### src/rtl/scan_decoder.sv
// N-to-2^N one-hot decoder with registered outputs: direct decode of I, or an autonomous scan holding each output for DWELL cycles.
// Latency: one Clk edge from any input (I, En, Mode, Rst) to D/Idx/Wrap; no combinational input-to-output path.
// No backpressure: the block accepts inputs every cycle; En low blanks D and freezes scan position.
module scan_decoder #(
    parameter int N     = 2,
    parameter int DWELL = 4
) (
    input  logic            Clk,
    input  logic            Rst,
    input  logic            En,
    input  logic            Mode,
    input  logic [N-1:0]    I,
    output logic [2**N-1:0] D,
    output logic [N-1:0]    Idx,
    output logic            Wrap
);

    localparam int M  = 2**N;
    localparam int CW = (DWELL > 1) ? $clog2(DWELL) : 1;
    localparam logic [CW-1:0] CNT_LAST = CW'(DWELL - 1);
    localparam logic [N-1:0]  IDX_LAST = {N{1'b1}};

    logic [CW-1:0] cnt;
    logic [CW-1:0] cnt_nxt;
    logic [N-1:0]  idx_nxt;
    logic [N-1:0]  idx_inc;
    logic [M-1:0]  d_nxt;
    logic          wrap_nxt;
    logic [N-1:0]  dec_sel;
    logic          dec_on;

    // Next-state selection: one decoder shared by both modes, fed by whichever index should be shown next.
    always_comb begin
        cnt_nxt  = cnt;
        idx_nxt  = Idx;
        wrap_nxt = 1'b0;
        dec_sel  = Idx;
        dec_on   = 1'b0;
        idx_inc  = Idx + 1'b1;
        d_nxt    = '0;

        if (!Mode) begin
            // Direct mode: any partial dwell is discarded so a later scan starts with a full dwell.
            cnt_nxt = '0;
            if (En) begin
                idx_nxt = I;
                dec_sel = I;
                dec_on  = 1'b1;
            end
        end else if (En) begin
            if (cnt == CNT_LAST) begin
                cnt_nxt  = '0;
                idx_nxt  = idx_inc;
                dec_sel  = idx_inc;
                wrap_nxt = (Idx == IDX_LAST);
            end else begin
                cnt_nxt = cnt + 1'b1;
            end
            dec_on = 1'b1;
        end
        // Paused scan (Mode=1, En=0) falls through: Idx and cnt hold, D blanks.

        if (dec_on) begin
            d_nxt[dec_sel] = 1'b1;
        end
    end

    // Output and scan-state registers; synchronous reset takes priority over every other input.
    always_ff @(posedge Clk) begin
        if (Rst) begin
            D    <= '0;
            Idx  <= '0;
            Wrap <= 1'b0;
            cnt  <= '0;
        end else begin
            D    <= d_nxt;
            Idx  <= idx_nxt;
            Wrap <= wrap_nxt;
            cnt  <= cnt_nxt;
        end
    end

endmodule
### config.mk
export PLATFORM = sky130hd
export DESIGN_NAME = scan_decoder
export DESIGN_NICKNAME = d
export VERILOG_FILES = /design/src/rtl/scan_decoder.sv
export SDC_FILE = /design/constraint.sdc
export NUM_CORES = 1
export LEC_CHECK = 0
export ABC_AREA = 0
export CAP_MARGIN = 40
export CORE_UTILIZATION = 25
export DETAILED_ROUTE_END_ITERATION = 10
export PLACE_DENSITY = 0.48
export SETUP_SLACK_MARGIN = 0.5
export SYNTH_ARGS = -nofsm -noshare
export SYNTH_HDL_FRONTEND = slang
export SYNTH_SLANG_ARGS = --single-unit
### constraint.sdc
create_clock -name Clk -period 3.7 [get_ports Clk]
set_clock_uncertainty 0.1 [all_clocks]
set_input_delay 0.555 -clock Clk [delete_from_list [all_inputs] [get_ports Clk]]
set_output_delay 0.555 -clock Clk [all_outputs]
set_load 0.01 [all_outputs]
==> impl_metrics.toml, run 1 <==
[sta]
max_freq_mhz = 530
hold_viol_final = 0
slew_headroom_pct = 72.6
fin_crit_ns = 1.89
setup_tns_ns = 0
period_share_pct = 51.0
setup_viol = 0
hold_slack_ns = 0.445
rsz0062_at_grt = "no"
fin_ws_ns = 1.81
slew_violations = 0
tightest_slew_ns = 0.410

[final_layout]
final_cells = 76
final_area_um2 = 591
nets = 70
nFillCells = 167
syn_to_final_growth_pct = 35.2
diodes = 0
utilization_pct = 37.5
drive_gt1_share_pct = 10.0

[detailed_routing]
vias = 367
drt-pass1-iter-count = 6
wirelength_um = 887
remaining_drc_errors = 3
drt_iter0_drc = 4
detail_route.wl_per_cell_um = 11.7
antenna_left = 0
drt-vias-per-instance = 4.83

[cts]
cts_max_level = 1
clk_path_buf_depth = 2
path_clk_slew_ns = 0.06
cts_setup_buffers = 0
cts_tree = "built"
cts_made_buffers = 3
clock-sinks = 9
clk_latency_ns = 0.26
ctsResizeCount = 0
clockRootBuffer = "clkbuf_4"
ctsHoldBuffers = 0

[logic_synthesis]
synth.most_common_cell = "dfxtp_1"
seq_area_frac_synth_pct = 41.3
synth_top_area_share_pct = 41.3
synthFlopType = "dfxtp_1"
syn_nets = 55
synth.area.top_cells = "dfxtp_1 41%, ha_1 8.6%, nor2_1 4.3%"
ys_seq_elements = 9
synth_top_area_cell = "dfxtp_1"
yosysUniqueCellTypes = 26
syn-cell-area_um2 = 437
synthTopCellsByCount = "9 x dfxtp_1, 5 x nor2_1, 3 x a21oi_1, 3 x ha_1"
syn_avg_cell_area_um2 = 9.49
syn_inst = 46
async_flop_share_pct = 0
synth_warnings = 0
synth_edf_count = 0

[critical_path]
cp-end-kind = "output port"
startpoint = "Idx[0]$_SDFF_PP0_"
startpoint_type = "flop"
cpPeakStageDelay_ns = 0.57
required_ns = 3.04
r2r_slack_ns = 2.23
worst_r2r_endpoint = "D[3]$_SDFF_PP0_"
timing.rr.start = "cnt[0]$_SDFFE_PP0P_"
crit_end = "Idx[0]"
cp.depth = 1
critical_path_class = "flop to output port"
critPathTopFamily = "buffers and inverters"
slowest_stage = "clkdlybuf4s50_1"
ff2ff_path_depth = 4
path_cells = "clkdlybuf4s50_1"
path_buf_inv = 1
arrival_ns = 1.23
worstPathMaxFanout = 5

[hold_path]
hold_class = "flop to flop"
holdPathStages = 2

[place]
dp_hpwl_um = 654
placed_cells = 72
post-place-ws_ns = 1.67
place_area_um2 = 564
io_buffers = 12
gp_congestion = 0.694

[global_routing]
grt-ovfl-total = 0
grt_start_max_net_pins = 13
grt_use_total_pct = 11.3
grt_pass1_vias = 338
antenna_found_initial = 0
grt_pass1_wl_mm = 1.51

[floorplanning]
start_util_pct = 27.7
rows = 14
coreArea_mm2 = 0.00158
die-height_um = 43.8
io_pins = 13
fp.dieW_um = 43.8
die-area_mm2 = 0.00192

[power_and_ir_drop]
p_leak_nw = 0.234
vdd_drop_max_mv = 0.0950
swShare_pct = 24.7
power.share.clock_pct = 36.2
pwr-share-comb_pct = 14.9
powerDensity_mw_per_mm2 = 357
p_int_mw = 0.159
p_switching_mw = 0.0520
seqPwrFrac_pct = 48.9
total_power_mw = 0.211

[outcome]
run_status = "complete, but fails checks"
violations = "DRC"

[flow_run]
maxCapViolCount = 0
==> flip-flops by register name, indices dropped and copies added, names as in the netlist <==
name and cells:
D 4, Idx 2, cnt 2, Wrap 1
==> worst min-delay path by stage <==
stage	start	to	slack, ns
6_report	cnt[1]$_SDFFE_PP0P_	cnt[1]$_SDFFE_PP0P_	0.44
4_1_cts	cnt[1]$_SDFFE_PP0P_	cnt[1]$_SDFFE_PP0P_	0.45
2_1_floorplan	cnt[1]$_SDFFE_PP0P_	cnt[1]$_SDFFE_PP0P_	0.39
3_3_place_gp	cnt[0]$_SDFFE_PP0P_	cnt[0]$_SDFFE_PP0P_	0.45
3_5_place_dp	cnt[1]$_SDFFE_PP0P_	cnt[1]$_SDFFE_PP0P_	0.44
5_1_grt	cnt[0]$_SDFFE_PP0P_	cnt[0]$_SDFFE_PP0P_	0.49
==> cells by family after synthesis <==
family	count (synthesis)	synth area share, %
AO/OA/AOI/OAI	11	16.6
adder cells (fa/ha/maj)	3	8.60
flip-flops	9	41.3
XOR/XNOR	1	2.01
AND/OR/NAND/NOR	18	25.5
multiplexers	1	2.29
buffers and inverters	3	3.72
==> power by group through the flow <==
| stage | Sequential, mW | Combinational (mW) | Clock, mW |
|---|---|---|---|
| after CTS | 0.103 | 0.0315 | 0.0785 |
| final | 0.103 | 0.0314 | 0.0763 |
| after detailed placement | 0.105 | 0.0311 | 0 |
| after floorplan | 0.106 | 0.0160 | 0 |
| after global routing | 0.103 | 0.0344 | 0.0848 |
| after global placement | 0.105 | 0.0317 | 0 |
==> layout by cell type, fill, tap and decap left out, types with 2 or more instances in the layout <==
| cell type | Yosys | final |
|---|---|---|
| a21oi_1 | 3 | 3 |
| a31oi_1 | 2 | 2 |
| clkbuf_4 | 0 | 3 |
| clkdlybuf4s50_1 | 0 | 12 |
| dfxtp_1 | 9 | 9 |
| ha_1 | 3 | 3 |
| nand2b_1 | 2 | 2 |
| nor2_1 | 5 | 5 |
| nor3_1 | 2 | 2 |
| o21ai_1 | 2 | 2 |
==> cell type report <==
type | instances | area (um^2) | share of cell area [%]
clock buffer | 4 | 26.3 | 4.45
inverter | 1 | 3.75 | 0.636
multi-input combinational | 34 | 240 | 40.7
sequential | 9 | 180 | 30.5
tap | 16 | 20.0 | 3.39
timing repair buffer | 12 | 120 | 20.3
==> layer usage <==
metal  vias to the layer above  wire [um]  track usage (%)
li1                        193          -                -
met1                       159        440             14.1
met2                        11        368             14.9
met3                         4         47             3.33
met4                         0         31             11.3
met5                         -          0                0
No activity file was read; power rests on OpenSTA's default activity.
==> run 2: changes to the inputs <==
--- a/config.mk
+++ b/config.mk
@@ -9,7 +9,7 @@
 export CAP_MARGIN = 40
 export CORE_UTILIZATION = 25
 export DETAILED_ROUTE_END_ITERATION = 10
-export PLACE_DENSITY = 0.48
+export PLACE_DENSITY = 0.5
 export SETUP_SLACK_MARGIN = 0.5
 export SYNTH_ARGS = -nofsm -noshare
 export SYNTH_HDL_FRONTEND = slang
==> constraint.sdc (replaced) <==
create_clock -name Clk -period 1.6 [get_ports Clk]
set_clock_uncertainty 0.1 [all_clocks]
set_input_delay 0.24 -clock Clk [delete_from_list [all_inputs] [get_ports Clk]]
set_output_delay 0.24 -clock Clk [all_outputs]
set_load 0.01 [all_outputs]
==> run 2 against run 1 <==
- the run still ends with DRC left
- power up 130%
- combinational power rose to 2.6 times the previous value
- non-clock buffer count up 7
- sequential power up 130%
- sequential cell count unchanged
- register-to-register slack worse by 2.0 ns
- clock power up 130%
- sequential share of layout area down 1.9 points
- core utilization up 5.3 points
- setup slack worse by 1.6 ns
==> impl_metrics.toml, run 2 (synthesis results as in run 1) <==
[outcome]
run_status = "complete, but fails checks"
violations = "DRC"

[global_routing]
antenna_found_initial = 0
grtUsageMet1_pct = 13.4
grtUsageMet3_pct = 6.67
grt-ovfl-total = 0
grt_use_met2_pct = 18.8
grt_pass1_wl_mm = 1.62
grt_pass1_vias = 360
busiest_layer = "met2"
grt_start_max_net_pins = 9
grt_use_total_pct = 12.1

[critical_path]
startpoint = "cnt[0]$_SDFFE_PP0P_"
slowest_stage = "a2111o_1"
timing.rr.start = "cnt[0]$_SDFFE_PP0P_"
arrival_ns = 1.45
cpPeakStageDelay_ns = 0.42
critical_path_class = "flop to flop"
cp-end-kind = "flop"
startpoint_type = "flop"
path_cells = "ha_4 -> xnor2_2 -> a2111o_1 -> nor3_2"
worstPathMaxFanout = 4
required_ns = 1.69

[power_and_ir_drop]
power.share.clock_pct = 35.2
p_switching_mw = 0.125
powerDensity_mw_per_mm2 = 734
swShare_pct = 25.3
p_int_mw = 0.370
vdd_drop_max_mv = 0.285
pwr-share-comb_pct = 16.8
p_leak_nw = 0.281
seqPwrFrac_pct = 48.0

[final_layout]
syn_to_final_growth_pct = 54.4
largest_reg_flops = 4
seq_area_um2 = 193
final_cells = 83
utilization_pct = 42.8
multi_input_area_um2 = 284
final_common_cell = "buf_4"
nets = 77
top_regs = "D (4), Idx (2), cnt (2)"
nFillCells = 162
regMostFlops = "D"
drive_gt1_share_pct = 44.8
mostFrequentLayoutCells = "7 x buf_4, 5 x dfxtp_1, 5 x nor2_1, 5 x buf_2"
diodes = 0

[sta]
slew_violations = 0
hold_slack_ns = 0.419
tightest_slew_ns = 0.268
setup_viol = 0
fin_crit_ns = 1.36
max_freq_mhz = 736
rsz0062_at_grt = "yes"
slew_headroom_pct = 81.9
hold_viol_final = 0
period_share_pct = 84.9

[cts]
clockRootBuffer = "clkbuf_4"
cts_tree = "built"
cts_made_buffers = 3
clk_path_buf_depth = 2
cts_max_level = 1
path_clk_slew_ns = 0.06
ctsHoldBuffers = 0
clock-sinks = 9
clk_latency_ns = 0.26

[detailed_routing]
detail_route.wl_per_cell_um = 11.9
remaining_drc_errors = 1
wirelength_um = 984
vias = 396
antenna_left = 0
drt-pass1-iter-count = 7
drt_iter0_drc = 2
drt-vias-per-instance = 4.77

[floorplanning]
die-height_um = 43.8
io_pins = 13
die-area_mm2 = 0.00192
start_util_pct = 27.7
coreArea_mm2 = 0.00158
rows = 14
fp.dieW_um = 43.8

[place]
io_buffers = 12
dp_hpwl_um = 698
gp_congestion = 0.666
placed_cells = 76

[hold_path]
min_from = "En"
hold_class = "input port to flop"

[flow_run]
maxCapViolCount = 0
-- run 2: cell types whose count changed in the layout (fill, tap and decap cells not counted), moves of 3 or more --
cell	delta
buf_2	+5
ha_1	-3
clkdlybuf4s50_1	-9
dfxtp_4	+3
buf_4	+7
dfxtp_1	-4
-- run 2: critical path, delay by kind of cell (launching register included) --
| kind | cells | cell delay, ns |
|---|---|---|
| compound gates | 1 | 0.42 |
| xor+xnor | 1 | 0.13 |
| fa+ha+maj | 1 | 0.16 |
| flops | 1 | 0.36 |
| simple gates | 1 | 0.11 |
-- run 2: metal layers --
layer,vias up,wire (um)
li1,207,-
met1,175,411
met2,14,493
met3,0,78
met4,0,0
met5,-,0
-- run 2: path summary, 6_finish.rpt --
path	slack, ns	cells after the start	end
min	0.42	4	cnt[0]$_SDFFE_PP0P_
max reg2reg	0.24	4	D[3]$_SDFF_PP0_
min reg2reg	0.44	2	cnt[1]$_SDFFE_PP0P_
max	0.24	4	D[3]$_SDFF_PP0_
-- run 2: power by group through the flow --
stage	logic, mW	registers, mW	clock network (mW)
after floorplan	0.0374	0.247	0
after global placement	0.0816	0.244	0
final	0.0829	0.238	0.174
after global routing	0.0919	0.238	0.195
after CTS	0.0767	0.241	0.184
after detailed placement	0.0803	0.245	0
-- run 2: layout make-up --
| type | count | area share, % |
|---|---|---|
| Multi-Input combinational cell | 34 | 42.1 |
| Sequential cell | 9 | 28.6 |
| Timing Repair Buffer | 19 | 21.9 |
| Clock buffer | 4 | 3.90 |
| Tap cell | 16 | 2.97 |
| Inverter | 1 | 0.557 |
-- run 2: repair_timing --
action,in CTS,in global routing
setup buffers,0,3
resized for setup,30,8
endpoints found under the setup margin,16,9
pin swaps,2,1
-- run 2: metrics by stage --
step / TNS, ns / setup WS [ns] / area, um^2 / total power, mW
finish: 0 / 0.241 / 674 / 0.495
floorplan: 0 / 0.307 / 458 / 0.284
global route: 0 / 0.201 / 674 / 0.525
global placement: -0.0488 / -0.0252 / 616 / 0.326
detailed placement: -0.129 / -0.0664 / 616 / 0.325
CTS: 0 / 0.254 / 637 / 0.501
==> run 3: changes to the inputs <==
==> constraint.sdc (replaced) <==
create_clock -name Clk -period 1.1 [get_ports Clk]
set_clock_uncertainty 0.1 [all_clocks]
set_input_delay 0.165 -clock Clk [delete_from_list [all_inputs] [get_ports Clk]]
set_output_delay 0.165 -clock Clk [all_outputs]
set_load 0.01 [all_outputs]
==> run 3 against run 2 <==
- the flow finishes with violations (DRC, setup timing)
- clock-buffer cell count unchanged
- sequential cell count unchanged
- power up 49%
- critical endpoint unchanged
- routed wire length up 3.5%
- setup slack worse by 0.50 ns
- cell area up 9.3%
- die area unchanged
- final cell count up 3.6%
==> impl_metrics.toml, run 3 (synthesis results as in run 1) <==
[final_layout]
syn_to_final_growth_pct = 68.8
nets = 80
drive_gt1_share_pct = 50.0
mostFrequentLayoutCells = "7 x buf_4, 5 x dfxtp_1, 5 x nor2_1, 5 x buf_6, 5 x buf_2"
multi_input_area_um2 = 304
final_area_um2 = 737
nFillCells = 162
regMostFlops = "D"
top_regs = "D (4), Idx (2), cnt (2)"
diodes = 0
final_common_cell = "buf_4"
seq_area_um2 = 195
largest_reg_flops = 4

[critical_path]
arrival_ns = 1.44
cp.depth = 4
slowest_stage = "a2111o_1"
path_buf_inv = 0
cp-end-kind = "flop"
ff2ff_path_depth = 4
cpPeakStageDelay_ns = 0.41
path_cells = "ha_4 -> xnor2_2 -> a2111o_1 -> nor3_2"
critPathTopFamily = "compound AO/OA/AOI/OAI gates"
worstPathMaxFanout = 3
startpoint_type = "flop"
critical_path_class = "flop to flop"
timing.rr.start = "cnt[0]$_SDFFE_PP0P_"
startpoint = "cnt[0]$_SDFFE_PP0P_"
r2r_slack_ns = -0.25
required_ns = 1.19

[detailed_routing]
drt_iter0_drc = 5
detail_route.wl_per_cell_um = 11.8
top_layer = "met4"
antenna_left = 0
drt-vias-per-instance = 4.83
dr_wl_met2_um = 566
wl_met3_um = 48
vias = 415
wirelength_mm = 1.02
route.layer.met1.wl_um = 396
drt-pass1-iter-count = 7
remaining_drc_errors = 2

[global_routing]
grt_pass1_wl_mm = 1.61
grt_start_max_net_pins = 8
grt-ovfl-total = 0
grt_pass1_vias = 413
grt_use_total_pct = 12.2
antenna_found_initial = 0

[cts]
clk_path_buf_depth = 2
cts_max_level = 1
cts_made_buffers = 3
cts_tree = "built"
clk_latency_ns = 0.26
cts_setup_buffers = 0
clock-sinks = 9
clockRootBuffer = "clkbuf_4"
path_clk_slew_ns = 0.06

[floorplanning]
start_util_pct = 27.7
rows = 14
coreArea_mm2 = 0.00158
io_pins = 13
die-height_um = 43.8
die-area_mm2 = 0.00192
fp.dieW_um = 43.8

[sta]
rsz0062_at_grt = "yes"
hold_viol_final = 0
tightest_slew_ns = 0.329
fin_ws_ns = -0.255
setup_viol = 7
fin_crit_ns = 1.35
setup_tns_ns = -1.16
max_freq_mhz = 738
slew_headroom_pct = 78.1
period_share_pct = 123
slew_violations = 0
hold_slack_ns = 0.200

[power_and_ir_drop]
vdd_drop_max_mv = 0.582
powerDensity_mw_per_mm2 = 999
p_switching_mw = 0.187
power.share.clock_pct = 34.5
pwr-share-comb_pct = 18.9
swShare_pct = 25.3
total_power_mw = 0.736
p_leak_nw = 0.323
p_int_mw = 0.550
seqPwrFrac_pct = 46.6

[hold_path]
hold_class = "input port to flop"
min_from = "Rst"
holdPathStages = 3

[place]
dp_hpwl_um = 781
place_area_um2 = 697
gp_congestion = 0.743
io_buffers = 12

[outcome]
violations = "DRC, setup timing"
run_status = "complete, but fails checks"

[flow_run]
maxCapViolCount = 0
==> run 3: final cells by class <==
type / count / area share (%)
timing repair buffer: 22 / 25.5
multi-input combinational: 34 / 41.3
inverter: 1 / 0.509
sequential: 9 / 26.5
tap: 16 / 2.72
clock buffer: 4 / 3.57
==> run 3: final timing paths <==
kind                              end
hold / removal      Idx[0]$_SDFF_PP0_
setup / recovery      D[3]$_SDFF_PP0_
setup reg to reg      D[3]$_SDFF_PP0_
hold reg to reg   cnt[1]$_SDFFE_PP0P_
==> run 3: power groups by stage <==
stage          clock (mW)  sequential, mW  combinational [mW]
5_1_grt             0.285           0.345               0.151
3_5_place_dp            0           0.350               0.136
6_report            0.254           0.343               0.139
4_1_cts             0.266           0.344               0.139
3_3_place_gp            0           0.351               0.138
2_1_floorplan           0           0.357              0.0556
==> run 3: what timing repair did <==
action,in CTS,in global routing
hold endpoints to repair,0,0
pin swaps,4,2
endpoints found under the setup margin,16,16
gates resized for setup,37,3
cloned,0,0
hold buffers,0,0
==> run 3: metrics by stage <==
stage	setup slack (ns)	cells	util (%)
5_1_grt	-0.316	86	46.7
2_1_floorplan	-0.193	46	-
3_5_place_dp	-0.453	82	44.2
3_3_place_gp	-0.424	82	44.2
4_1_cts	-0.267	86	46.1
6_report	-0.255	86	46.7
==> run 3: worst reg2reg max path: stages, from the launching register on <==
cell and delay (ns):
dfxtp_4 0.36, ha_4 0.17, xnor2_2 0.13, a2111o_1 0.41
nor3_2 0.11
==> run 3: layer usage <==
layer | track usage, % | vias to the layer above
met3 | 6.25 | 2
li1 | - | 213
met5 | 0 | -
met2 | 23.0 | 7
met4 | 5.63 | 0
met1 | 10.4 | 193
